===== config.mk =====
export PLATFORM = sky130hd
export DESIGN_NAME = mem_port_arbiter
export DESIGN_NICKNAME = d
export VERILOG_FILES = /design/src/rtl/mem_port_arbiter.sv
export SDC_FILE = /design/constraint.sdc
export NUM_CORES = 1
export LEC_CHECK = 0
export ABC_AREA = 1
export CAP_MARGIN = 20
export CORE_MARGIN = 2
export CORE_UTILIZATION = 45
export DETAILED_ROUTE_END_ITERATION = 12
export GPL_TIMING_DRIVEN = 0
export PLACE_DENSITY = 0.86
export SLEW_MARGIN = 0
export SYNTH_ARGS = -nofsm -noshare
export SYNTH_HDL_FRONTEND = slang
export SYNTH_SLANG_ARGS = --single-unit

===== constraint.sdc =====
create_clock -name clock -period 3.3 [get_ports clock]
set_input_delay 0.66 -clock clock [delete_from_list [all_inputs] [get_ports clock]]
set_output_delay 0.66 -clock clock [all_outputs]
set_load 0.1 [all_outputs]

===== src/rtl/mem_port_arbiter.sv =====
// Two-requester (fetch / data) round-robin arbiter in front of a single-port
// memory with fixed read latency. One access outstanding at a time.
module mem_port_arbiter #(
    parameter int XLEN         = 32,
    parameter int READ_LATENCY = 2
) (
    input  logic            clock,
    input  logic            reset,
    input  logic            f_req,
    input  logic [XLEN-1:0] f_addr,
    output logic            f_done,
    output logic [XLEN-1:0] f_rdata,
    input  logic            d_req,
    input  logic            d_wenable,
    input  logic [XLEN-1:0] d_addr,
    input  logic [XLEN-1:0] d_wdata,
    output logic            d_done,
    output logic [XLEN-1:0] d_rdata,
    output logic            mem_wenable,
    output logic [XLEN-1:0] mem_addr,
    output logic [XLEN-1:0] mem_wdata,
    input  logic [XLEN-1:0] mem_rdata,
    output logic            busy
);

    typedef enum logic [1:0] {
        ST_IDLE   = 2'd0,
        ST_ACCESS = 2'd1,
        ST_RESP   = 2'd2
    } state_t;

    localparam logic [3:0] CNT_LOAD = 4'(READ_LATENCY - 1);

    state_t          state_r;
    logic [3:0]      cnt_r;
    logic [XLEN-1:0] addr_r;
    logic [XLEN-1:0] wdata_r;
    logic            we_r;
    logic            owner_r;   // 1 = data requester owns the access
    logic            last_r;    // 1 = data requester was granted most recently
    logic [XLEN-1:0] f_rdata_r;
    logic [XLEN-1:0] d_rdata_r;
    logic            f_done_r;
    logic            d_done_r;
    logic            mem_we_r;
    logic            busy_r;

    logic            any_req_s;
    logic            pick_d_s;

    // Round-robin choice: data wins only if fetch is idle or fetch won last time.
    assign any_req_s = f_req | d_req;
    assign pick_d_s  = d_req & (~f_req | ~last_r);

    // Arbitration FSM with latched access and registered handshake outputs.
    always_ff @(posedge clock or negedge reset) begin
        if (!reset) begin
            state_r   <= ST_IDLE;
            cnt_r     <= 4'd0;
            addr_r    <= {XLEN{1'b0}};
            wdata_r   <= {XLEN{1'b0}};
            we_r      <= 1'b0;
            owner_r   <= 1'b0;
            last_r    <= 1'b1;
            f_rdata_r <= {XLEN{1'b0}};
            d_rdata_r <= {XLEN{1'b0}};
            f_done_r  <= 1'b0;
            d_done_r  <= 1'b0;
            mem_we_r  <= 1'b0;
            busy_r    <= 1'b0;
        end else begin
            f_done_r <= 1'b0;
            d_done_r <= 1'b0;
            case (state_r)
                ST_IDLE: begin
                    if (any_req_s) begin
                        state_r  <= ST_ACCESS;
                        owner_r  <= pick_d_s;
                        last_r   <= pick_d_s;
                        addr_r   <= pick_d_s ? d_addr : f_addr;
                        wdata_r  <= pick_d_s ? d_wdata : {XLEN{1'b0}};
                        we_r     <= pick_d_s & d_wenable;
                        mem_we_r <= pick_d_s & d_wenable;
                        cnt_r    <= CNT_LOAD;
                        busy_r   <= 1'b1;
                    end else begin
                        state_r <= ST_IDLE;
                    end
                end
                ST_ACCESS: begin
                    // Writes finish in one cycle; reads wait out the counter.
                    if (we_r || (cnt_r == 4'd0)) begin
                        state_r  <= ST_RESP;
                        mem_we_r <= 1'b0;
                        if (owner_r) begin
                            d_done_r <= 1'b1;
                            if (!we_r) begin
                                d_rdata_r <= mem_rdata;
                            end else begin
                                d_rdata_r <= d_rdata_r;
                            end
                        end else begin
                            f_done_r  <= 1'b1;
                            f_rdata_r <= mem_rdata;
                        end
                    end else begin
                        cnt_r <= cnt_r - 4'd1;
                    end
                end
                ST_RESP: begin
                    state_r <= ST_IDLE;
                    busy_r  <= 1'b0;
                end
                default: begin
                    state_r  <= ST_IDLE;
                    mem_we_r <= 1'b0;
                    busy_r   <= 1'b0;
                end
            endcase
        end
    end

    assign f_done      = f_done_r;
    assign d_done      = d_done_r;
    assign f_rdata     = f_rdata_r;
    assign d_rdata     = d_rdata_r;
    assign mem_wenable = mem_we_r;
    assign mem_addr    = addr_r;
    assign mem_wdata   = wdata_r;
    assign busy        = busy_r;

endmodule


======== After elaboration in Yosys (flattened, before gate mapping) ========
Index checks and enable logic that the tools add are counted.
storage, ports and cells
  register bits ........................... 141
  bits of input ports ..................... 133
  word-level logic and storage cells ...... 58
cells by class
  $add $sub $neg .......................... 1
  equality and inequality tests ........... 5
  muxes and demuxes ....................... 19
  bitwise operators ....................... 10
  reduce and logical (&&, ||, !) cells .... 10
operator list
  cell                   count
  $mux W32               2
  $mux W1                10
  $reduce_and A3 Y1      3
  $mux W4                2
  $pmux W4 S2            1
  $ne A2 B2 Y1 const B   3
  $not A1 Y1             6
  $logic_not A4 Y1       1
  $pmux W2 S2            1
  $reduce_and A2 Y1      2
  $reduce_and A4 Y1      1
  $sub A4 B1 Y4 const B  1
  $pmux W1 S3            1
  $and A1 B1 Y1          2
  $eq A2 B1 Y1 const B   1
  $eq A2 B2 Y1 const B   1
  $logic_not A2 Y1       1
  $mux W2                1
  $or A1 B1 Y1           2
  $pmux W1 S2            1
  $reduce_bool A2 Y1     1
  $logic_or A1 B1 Y1     1

======== Logic depth before layout (Yosys ltp) ========
Gate-level depths: netlist of run 1.
  depth in word-level cells ............... 6
  depth in mapped cells ................... 8

======== Worst setup path after synthesis of run 1 ========
OpenSTA, ideal clock, no wires.
  path type ............................... register -> output
  start ................................... register busy_r (netlist: busy)
  end ..................................... output busy
  arrival time ............................ 0.898 ns
  data required time ...................... 2.640 ns
  path slack .............................. 1.742 ns
  stages on the path, launching flop included .. 1
  path buffers ............................ 0
  cells stage by stage .................... dfrtp_1
RTL lines
  item                      RTL line  text
  start: declaration        46        logic busy_r;
  start signal: assignment  70        busy_r <= 1'b0;
  start signal: assignment  85        busy_r <= 1'b1;
  start signal: assignment  112       busy_r <= 1'b0;
  end: declaration          23        output logic busy
No word-level cell between the ends.

======== Worst setup path in the final report of run 1 ========
  start ................................... register wdata_r[29] (netlist: mem_wdata[29])
  end ..................................... output mem_wdata[29]
RTL lines
  item                      RTL line  text
  start: declaration        37        logic [XLEN-1:0] wdata_r;
  start signal: assignment  61        wdata_r <= {XLEN{1'b0}};
  start signal: assignment  81        wdata_r <= pick_d_s ? d_wdata : {XLEN{1'b0}};
  end: declaration          21        output logic [XLEN-1:0] mem_wdata,
No word-level cell between the ends.

==> metrics.txt, run 1 <==
Num CTS Buffers 17; DR pass1 iterations 5; worst stage delay on the critical path between 1 and 1.5 ns; placed cells ~1,100; CP Buf/Inv Count 1; status complete, no violations; Antenna Nets Post-Route 0; Post-Synthesis Cell Area between 5000 and 6000 µm²; largest family of logic cells by synthesized area simple AND/OR/NAND/NOR gates; most common cell after layout, fill and taps aside clkdlybuf4s50_1; Synth cell types 21; layout cell share with drive strength beyond 1 under 10%; non-filler cells, final 1,135; Achievable Freq between 300 and 400 MHz; die footprint between 10,000 and 15,000 µm²; unrepaired setup endpoints after global routing no; Final #Nets ~1,100; max_slew headroom 26.5%; Clock Sinks between 100 and 150; Setup crit start kind flop; clock root buffer clkbuf_16; Die Wd between 100 and 150 µm; Crit Path Max Fanout 2; Worst setup EP type output port; Worst-Skew Late Latency approximately 0.42 ns; worst clock skew roughly 0.0081 ns; vias in the first global route 5,904; Least-Margin Pin Slew about 1.1 ns; Mapped Cells about 670; Worst Hold Class input pin to asynchronous set/reset pin; final slew viol count 0; Fin. Hold Viols 0; # diodes 0; Rows slightly above 40; routability cong. about 0.83; register area share after synthesis roughly 60%; final instance area 9480 µm²; CTS tree done; Setup violations, final 0; final core utilization between 70 and 80%; WL/cell ~17 µm; mux share of post-synthesis cell area 0%; first-pass GRT wire length roughly 31 mm; hold-fix buffers at CTS 0; Post-Synth Adder-Cell Area less than 1%; Port Buf Inserts about 260; P&R area growth vs syn 60.0%; Max H-tree Level 4; io pins between 200 and 300; Vias/cell 5.19; Yosys reg bits roughly 140; clock-pin slew on the worst setup and hold paths about 0.06 ns; worst path required time ~2.6 ns; DR vias approximately 5,900; critical path arrival 2.00 ns; Initial Utilization ~47%; Synthesis Warnings 0; total of max-cap violations 0; Tot GR Track Use between 20 and 30%; Syn Area/Cell around 9 µm²; Crit-path slowest cell clkdlybuf4s50_1; Total Wirelength 19.3 mm; Die H ~120 µm; Post-CTS Resized 0; clk buf depth 2; Tmin final ~2.7 ns; Crit path max-delay family buffers and inverters; Post-CTS Setup Bufs 0; XOR/XNOR Fraction of Synth Area 0.148%; Simple-Gate Fraction of Synth Area 28.9%; DPL Wire Length about 14 mm; fin crit share about four fifths; Placement Cell Area between 8000 and 9000 µm²; Synth Area in Compound Gates ~5.8%; Residual DRC 0; syn_nets 800; Core ar. 12,700 µm²; crit-path cells clkdlybuf4s50_1; critical path type flop to output port; DRT iter0 DRCs 474; commonest cells after routing, fill and taps aside 263 x clkdlybuf4s50_1, 245 x nand2_1, 140 x dfrtp_1; largest net degree at the start of global routing 84; GRT Residual Overflow 0; initial antenna violation count 0
[Yosys cell counts]
cell type  count  area [µm²]
clkbuf_1      12        45.0
buf_4         11        82.6
ha_1           1        12.5
dfrtp_1      140        3500
buf_6          1        11.3
nor2_2         1        6.26
nand3_2        3        30.0
inv_1          3        11.3
inv_2         10        37.5
nor2_1        36         135
xnor2_1        1        8.76
o21ai_0       20         100
buf_2         24         120
dfstp_2        1        26.3
nand4_1       64         400
nor2_4         2        22.5
nand2_2        1        6.26
nand3_1       39         195
nand2_1      245         920
buf_1          2        7.51
o21ai_1       49         245
[final timing paths]
check	from	endpoint	slack [ns]	cells after the start
max	mem_wdata[29]	mem_wdata[29]	0.64	1
min	reset	f_rdata[27]	0.21	1
max reg2reg	cnt_r[0]	d_rdata[8]	1.63	8
min reg2reg	d_rdata[4]	d_rdata[4]	0.47	2
max in group asynchronous	reset	last_r	2.25	2
min in group clock	d_rdata[4]	d_rdata[4]	0.47	2
[cells by family after synthesis]
group	count (synthesis)
adders and majority gates	1
AOI/OAI and AO/OA	69
DFF	141
xor gates and xnor gates	1
and+or+nand+nor	391
buffers and inverters	63
[area by class of cell]
cell class                      count  area (µm²)
Inverter                           13        48.8
Buffer                             50         267
Tap cell                          172         215
Clock buffer                       17         425
Multi-Input combinational cell    462        2080
Timing Repair Buffer              265        2670
Sequential cell                   141        3530
Clock inverter                     15         244
Fill cell                         935        3240
[routing by layer]
metal	vias to the layer above	GRT usage [%]	wire length [µm]
li1	2784	-	-
met3	35	9.85	1570
met1	2817	32.8	7410
met2	254	47.1	9800
met4	0	10.6	497
met5	-	0	0
[worst reg2reg max path: stages, from the launching register on]
cell,delay (ns)
dfrtp_1,0.39
inv_1,0.10
ha_1,0.21
nand3_2,0.11
nand2_2,0.12
nand3_1,0.20
buf_2,0.25
nand2_1,0.10
nand2_1,0.06
[sequential cells by signal, summed over array words and instances, names as in the netlist]
| name | flops |
|---|---|
| f_rdata | 32 |
| state_r | 2 |
| d_rdata | 32 |
| f_done | 1 |
| busy | 1 |
| last_r | 1 |
| mem_wdata | 32 |
| cnt_r | 4 |
| we_r | 1 |
| owner_r | 1 |
| d_done | 1 |
| mem_wenable | 1 |
| mem_addr | 32 |
[metrics by stage]
stage / setup WS, ns / TNS [ns] / hold slack [ns]
final: 0.640 / 0 / 0.209
after floorplan: 1.74 / 0 / 0.364
after detailed placement: 1.05 / 0 / 0.458
after global routing: 0.610 / 0 / 0.256
after CTS: 0.635 / 0 / 0.229
after global placement: -4.06 / -569.08 / 0.453
Power of run 1 is not shown: default switching activity piles up to over one toggle a cycle in this logic, so the estimate is an artifact.
==> run 2, diff against run 1 <==
- CORE_UTILIZATION: 45 -> 42
- PLACE_DENSITY: 0.86 -> 0.82
- clock period: 3.3 -> 2.7 ns (I/O delays scaled with it)
==> run 2 against run 1 <==
  * Sequential share of layout area shrank 0.13 points
  * Final area grew 0.34%
  * Via count shrank 3.2%
  * Critical path depth is the same
  * Worst hold slack lost 0.072 ns
  * Die area grew 6.9%
  * Core utilization shrank 5.7 points
  * Final cell count grew 0.70%
  * Clock skew shrank 0.0018 ns
  * Non-clock buffer count is the same
  * Register-to-register slack lost 0.54 ns
  * Flip-flop and latch count is the same
  * Highest routed layer unchanged
==> metrics.txt, run 2 (same netlist as run 1, synthesis figures left out) <==
Core ar. 13,800 µm² (+8.7%); Total Wirelength 18.6 mm (-3.4%); largest net degree at the start of global routing 73 (-13%); grt peak-use layer met2; final slew viol count 0 (unchanged); Least-Margin Pin Slew 1.09 ns (-0.00641 ns); worst clock skew 0.00631 ns (-0.00181 ns); clock-pin slew on the worst setup and hold paths 0.06 ns (about the same); Placement Cell Area 8820 µm² (+0.11%); Crit path max-delay family buffers and inverters; Reg area 3530 µm² (unchanged); commonest cells after routing, fill and taps aside 263 x clkdlybuf4s50_1, 245 x nand2_1, 140 x dfrtp_1; Worst Hold Class input pin to asynchronous set/reset pin; crit-path cells clkdlybuf4s50_1; first-pass GRT wire length 29.2 mm (-5.0%); crit path from mem_wdata[31]; Clock Sinks 141 (unchanged); Residual DRC 0 (unchanged); GRT Residual Overflow 0 (unchanged); Post-CTS Setup Bufs 0 (unchanged); Fin. Hold Viols 0 (unchanged); Worst-Skew Late Latency 0.42 ns (about the same); Crit Path Max Fanout 2 (unchanged); routability cong. 0.845 (+1.7%); Setup crit start kind flop; DR pass1 iterations 4 (-1); Initial Utilization 42.9% (-3.7 points); # diodes 0 (unchanged); Achievable Freq 393 MHz; Crit-path slowest cell clkdlybuf4s50_1; Rows 43 (+4.9%); total of max-cap violations 0 (unchanged); initial antenna violation count 0 (unchanged); io pins 265 (unchanged); final instance area 9520 µm² (+0.34%); critical path type flop to output port; GRT met1 Usage 29.5% (-3.2 points); Num CTS Buffers 17 (unchanged); die footprint 15,100 µm² (+6.9%); DRT iter0 DRCs 310 (-35%); fin crit share a little over nine tenths; CTS tree done; Die Wd 123 µm (+3.4%); P&R area growth vs syn 60.5%; hold-fix buffers at CTS 0 (unchanged); grt met3 use 8.09% (-1.8 points); vias in the first global route 5,777 (-2.2%); area of the multi-input gates 2080 µm² (unchanged); DR vias 5,704 (-3.2%); Tmin final around 2.5 ns; layout cell share with drive strength beyond 1 9.03% (-0.10 points); most common cell after layout, fill and taps aside clkdlybuf4s50_1; Layout fillers 1,093 (+17%); worst path required time 2.16 ns (-0.48 ns); Final #Nets 1,084 (unchanged); Max H-tree Level 4 (unchanged); clock root buffer clkbuf_16; Setup violations, final 0 (unchanged); Worst R2R Start cnt_r[0]; GR Util met2 44.3% (-2.7 points); worst stage delay on the critical path 1.21 ns (about the same); critical path arrival 2.00 ns (about the same); Vias/cell 4.99 (-3.8%); Post-CTS Resized 0 (unchanged); unrepaired setup endpoints after global routing no; CP Buf/Inv Count 1 (unchanged); Die H 123 µm (+3.4%); Tot GR Track Use 25.6% (-2.3 points); max_slew headroom 27.0% (+0.43 points); status complete, no violations; DPL Wire Length 13.9 mm (-2.4%); Port Buf Inserts 264 (unchanged); Antenna Nets Post-Route 0 (unchanged); clk buf depth 2 (unchanged); WL/cell 16.3 µm (-4.1%); Worst setup EP type output port
run 2: per-layer routing:
layer | share of wire (%) | routed length, µm
met2 | 50 | 9330
met3 | 8.4 | 1560
met4 | 2.5 | 465
met5 | 0 | 0
met1 | 39 | 7270
run 2: cell type report:
type,instances,area share (%)
inverters,13,0.513
flip-flops and latches,141,37.1
repair buffers,265,28.1
clock inverters,10,2.18
multi-input cells,462,21.9
plain buffers,50,2.80
well taps,180,2.37
clock buffers,22,5.09
run 2: final timing paths:
check	to	slack, ns	cells after the start
max in group asynchronous	last_r	1.75	2
min reg2reg	d_rdata[31]	0.47	2
max	mem_wdata[31]	0.16	1
max reg2reg	d_rdata[25]	1.09	8
min in group clock	d_rdata[31]	0.47	2
min	f_done	0.14	1
run 2: metrics by stage:
| stage | util (%) | setup TNS (ns) | setup WS (ns) | hold WS, ns | instances |
|---|---|---|---|---|---|
| CTS | 68.8 | 0 | 0.148 | 0.153 | 1143 |
| detailed placement | 63.8 | 0 | 0.608 | 0.458 | 1111 |
| global placement | 63.6 | -646.55 | -4.61 | 0.453 | 1110 |
| floorplan | - | 0 | 1.26 | 0.244 | 666 |
| global route | 68.8 | 0 | 0.123 | 0.186 | 1143 |
| finish | 68.8 | 0 | 0.157 | 0.137 | 1143 |
Power of run 2 is left out for the same reason.
==> run 3, diff against run 2 <==
- RECOVER_POWER: unset -> 50
==> run 3 against run 2 <==
  * Final cell count stayed put
  * Register-to-register slack lost 0.48 ns
  * First-iteration DRC count decreased by 10%
  * Wire length shrank 0.11%
  * The run now ends with max-capacitance violations, max-slew violations left
  * Critical path depth is the same
  * Worst setup slack improved by 0.020 ns
  * Clock skew barely moved
  * Non-clock buffer count is the same
  * Largest cell class unchanged
==> metrics.txt, run 3 (same netlist as run 1, synthesis figures left out) <==
Worst setup EP type output port; largest net degree at the start of global routing 73 (unchanged); P&R area growth vs syn 59.6%; Residual DRC 0 (unchanged); R2R setup slack 0.61 ns (-0.48 ns); Crit Path Max Fanout 2 (unchanged); Tmin final 2.52 ns (-0.0196 ns); initial antenna violation count 0 (unchanged); status complete, but fails checks; Vias/cell 5.01 (+0.47%); Setup crit start kind flop; WP depth 1 (unchanged); CTS tree done; critical path type flop to output port; Rows 43 (unchanged); worst slack at placement 0.608 ns (unchanged); GRT Residual Overflow 0 (unchanged); Layout fillers 1,104 (+1.0%); CP Buf/Inv Count 1 (unchanged); worst clock skew 0.00631 ns (-0.00000511 ns); Max H-tree Level 4 (unchanged); Core ar. 13,800 µm² (unchanged); Post-CTS Setup Bufs 0 (unchanged); DR pass1 iterations 4 (unchanged); DPL Wire Length 13.9 mm (unchanged); final slew viol count 70 (+70); Achievable Freq 396 MHz (+0.78%); hold-fix buffers at CTS 0 (unchanged); Critical path destination mem_wdata[31]; Initial Utilization 42.9% (unchanged); critical path arrival 1.98 ns (-0.02 ns); cells on worst reg2reg path 8 (unchanged); Antenna Nets Post-Route 0 (unchanged); violated checks max-capacitance violations, max-slew violations; clock root buffer clkbuf_16; clk buf depth 2 (unchanged); die footprint 15,100 µm² (unchanged); Die H 123 µm (unchanged); clock-pin slew on the worst setup and hold paths 0.06 ns (about the same); Worst Setup Slack, final 0.176 ns (+0.0196 ns); crit-path cells clkdlybuf4s50_1; worst stage delay on the critical path 1.21 ns (about the same); Clock Sinks 141 (unchanged); io pins 265 (unchanged); DRT iter0 DRCs 279 (-10%); Port Buf Inserts 264 (unchanged); fin crit share 93.5% (-0.73 points); Worst Hold Class flop to flop; first-pass GRT wire length 29.2 mm (unchanged); Die Wd 123 µm (unchanged); WL/cell 16.3 µm (-0.11%); Worst R2R Start cnt_r[0]; vias in the first global route 5,777 (unchanged); reg2reg end f_rdata[21]; Fin. Hold Viols 0 (unchanged); routability cong. 0.845 (unchanged); Post-CTS Resized 0 (unchanged); max_slew headroom -21.4% (-48 points); Least-Margin Pin Slew 1.82 ns (+0.729 ns); Worst-Skew Late Latency 0.41 ns (about the same); crit path from mem_wdata[31]; commonest cells after routing, fill and taps aside 262 x clkdlybuf4s50_1, 246 x nand2_1, 140 x dfrtp_1; worst path required time 2.16 ns (about the same); DR vias 5,731 (+0.47%); Final #Nets 1,084 (unchanged); # diodes 0 (unchanged); Tot GR Track Use 25.6% (unchanged); Crit-path slowest cell clkdlybuf4s50_1; Setup violations, final 0 (unchanged); most common cell after layout, fill and taps aside clkdlybuf4s50_1; total of max-cap violations 1 (+1); Crit path max-delay family buffers and inverters; Total Wirelength 18.6 mm (-0.11%); unrepaired setup endpoints after global routing no; Num CTS Buffers 17 (unchanged); layout cell share with drive strength beyond 1 7.27% (-1.8 points)
run 3: worst min-delay path by stage:
stage	startpoint	end	slack (ns)	depth (start not counted)
3_5_place_dp	mem_wenable	mem_wenable	0.46	2
6_report	d_rdata[31]	d_rdata[31]	0.47	2
5_1_grt	d_rdata[31]	d_rdata[31]	0.48	2
4_1_cts	reset	f_done	0.15	1
2_1_floorplan	reset	busy	0.24	0
3_3_place_gp	d_rdata[5]	d_rdata[5]	0.45	2
run 3: cell type report:
type / instances / area [µm²] / share of cell area [%]
repair buffers: 265 / 2670 / 28.2
inverters: 13 / 48.8 / 0.516
multi-input cells: 462 / 2060 / 21.8
flip-flops and latches: 141 / 3530 / 37.3
clock inverters: 10 / 208 / 2.20
plain buffers: 50 / 239 / 2.53
clock buffers: 22 / 484 / 5.12
well taps: 180 / 225 / 2.38
run 3: layer usage:
| layer | vias up | global-route usage [%] | part of all wire, % |
|---|---|---|---|
| li1 | 2788 | - | - |
| met3 | 29 | 8.09 | 7.6 |
| met5 | - | 0 | 0 |
| met1 | 2704 | 29.5 | 39 |
| met4 | 0 | 9.63 | 2.3 |
| met2 | 210 | 44.3 | 51 |
run 3: stage by stage:
stage | TNS, ns | utilization, % | instances | hold WS, ns | area (µm²)
after floorplan | 0 | - | 666 | 0.244 | 5930
after global placement | -646.55 | 63.6 | 1110 | 0.453 | 8790
after detailed placement | 0 | 63.8 | 1111 | 0.458 | 8820
after CTS | 0 | 68.8 | 1143 | 0.153 | 9520
after global routing | 0 | 68.4 | 1143 | 0.480 | 9460
final | 0 | 68.4 | 1143 | 0.467 | 9460
Power of run 3 is left out for the same reason.
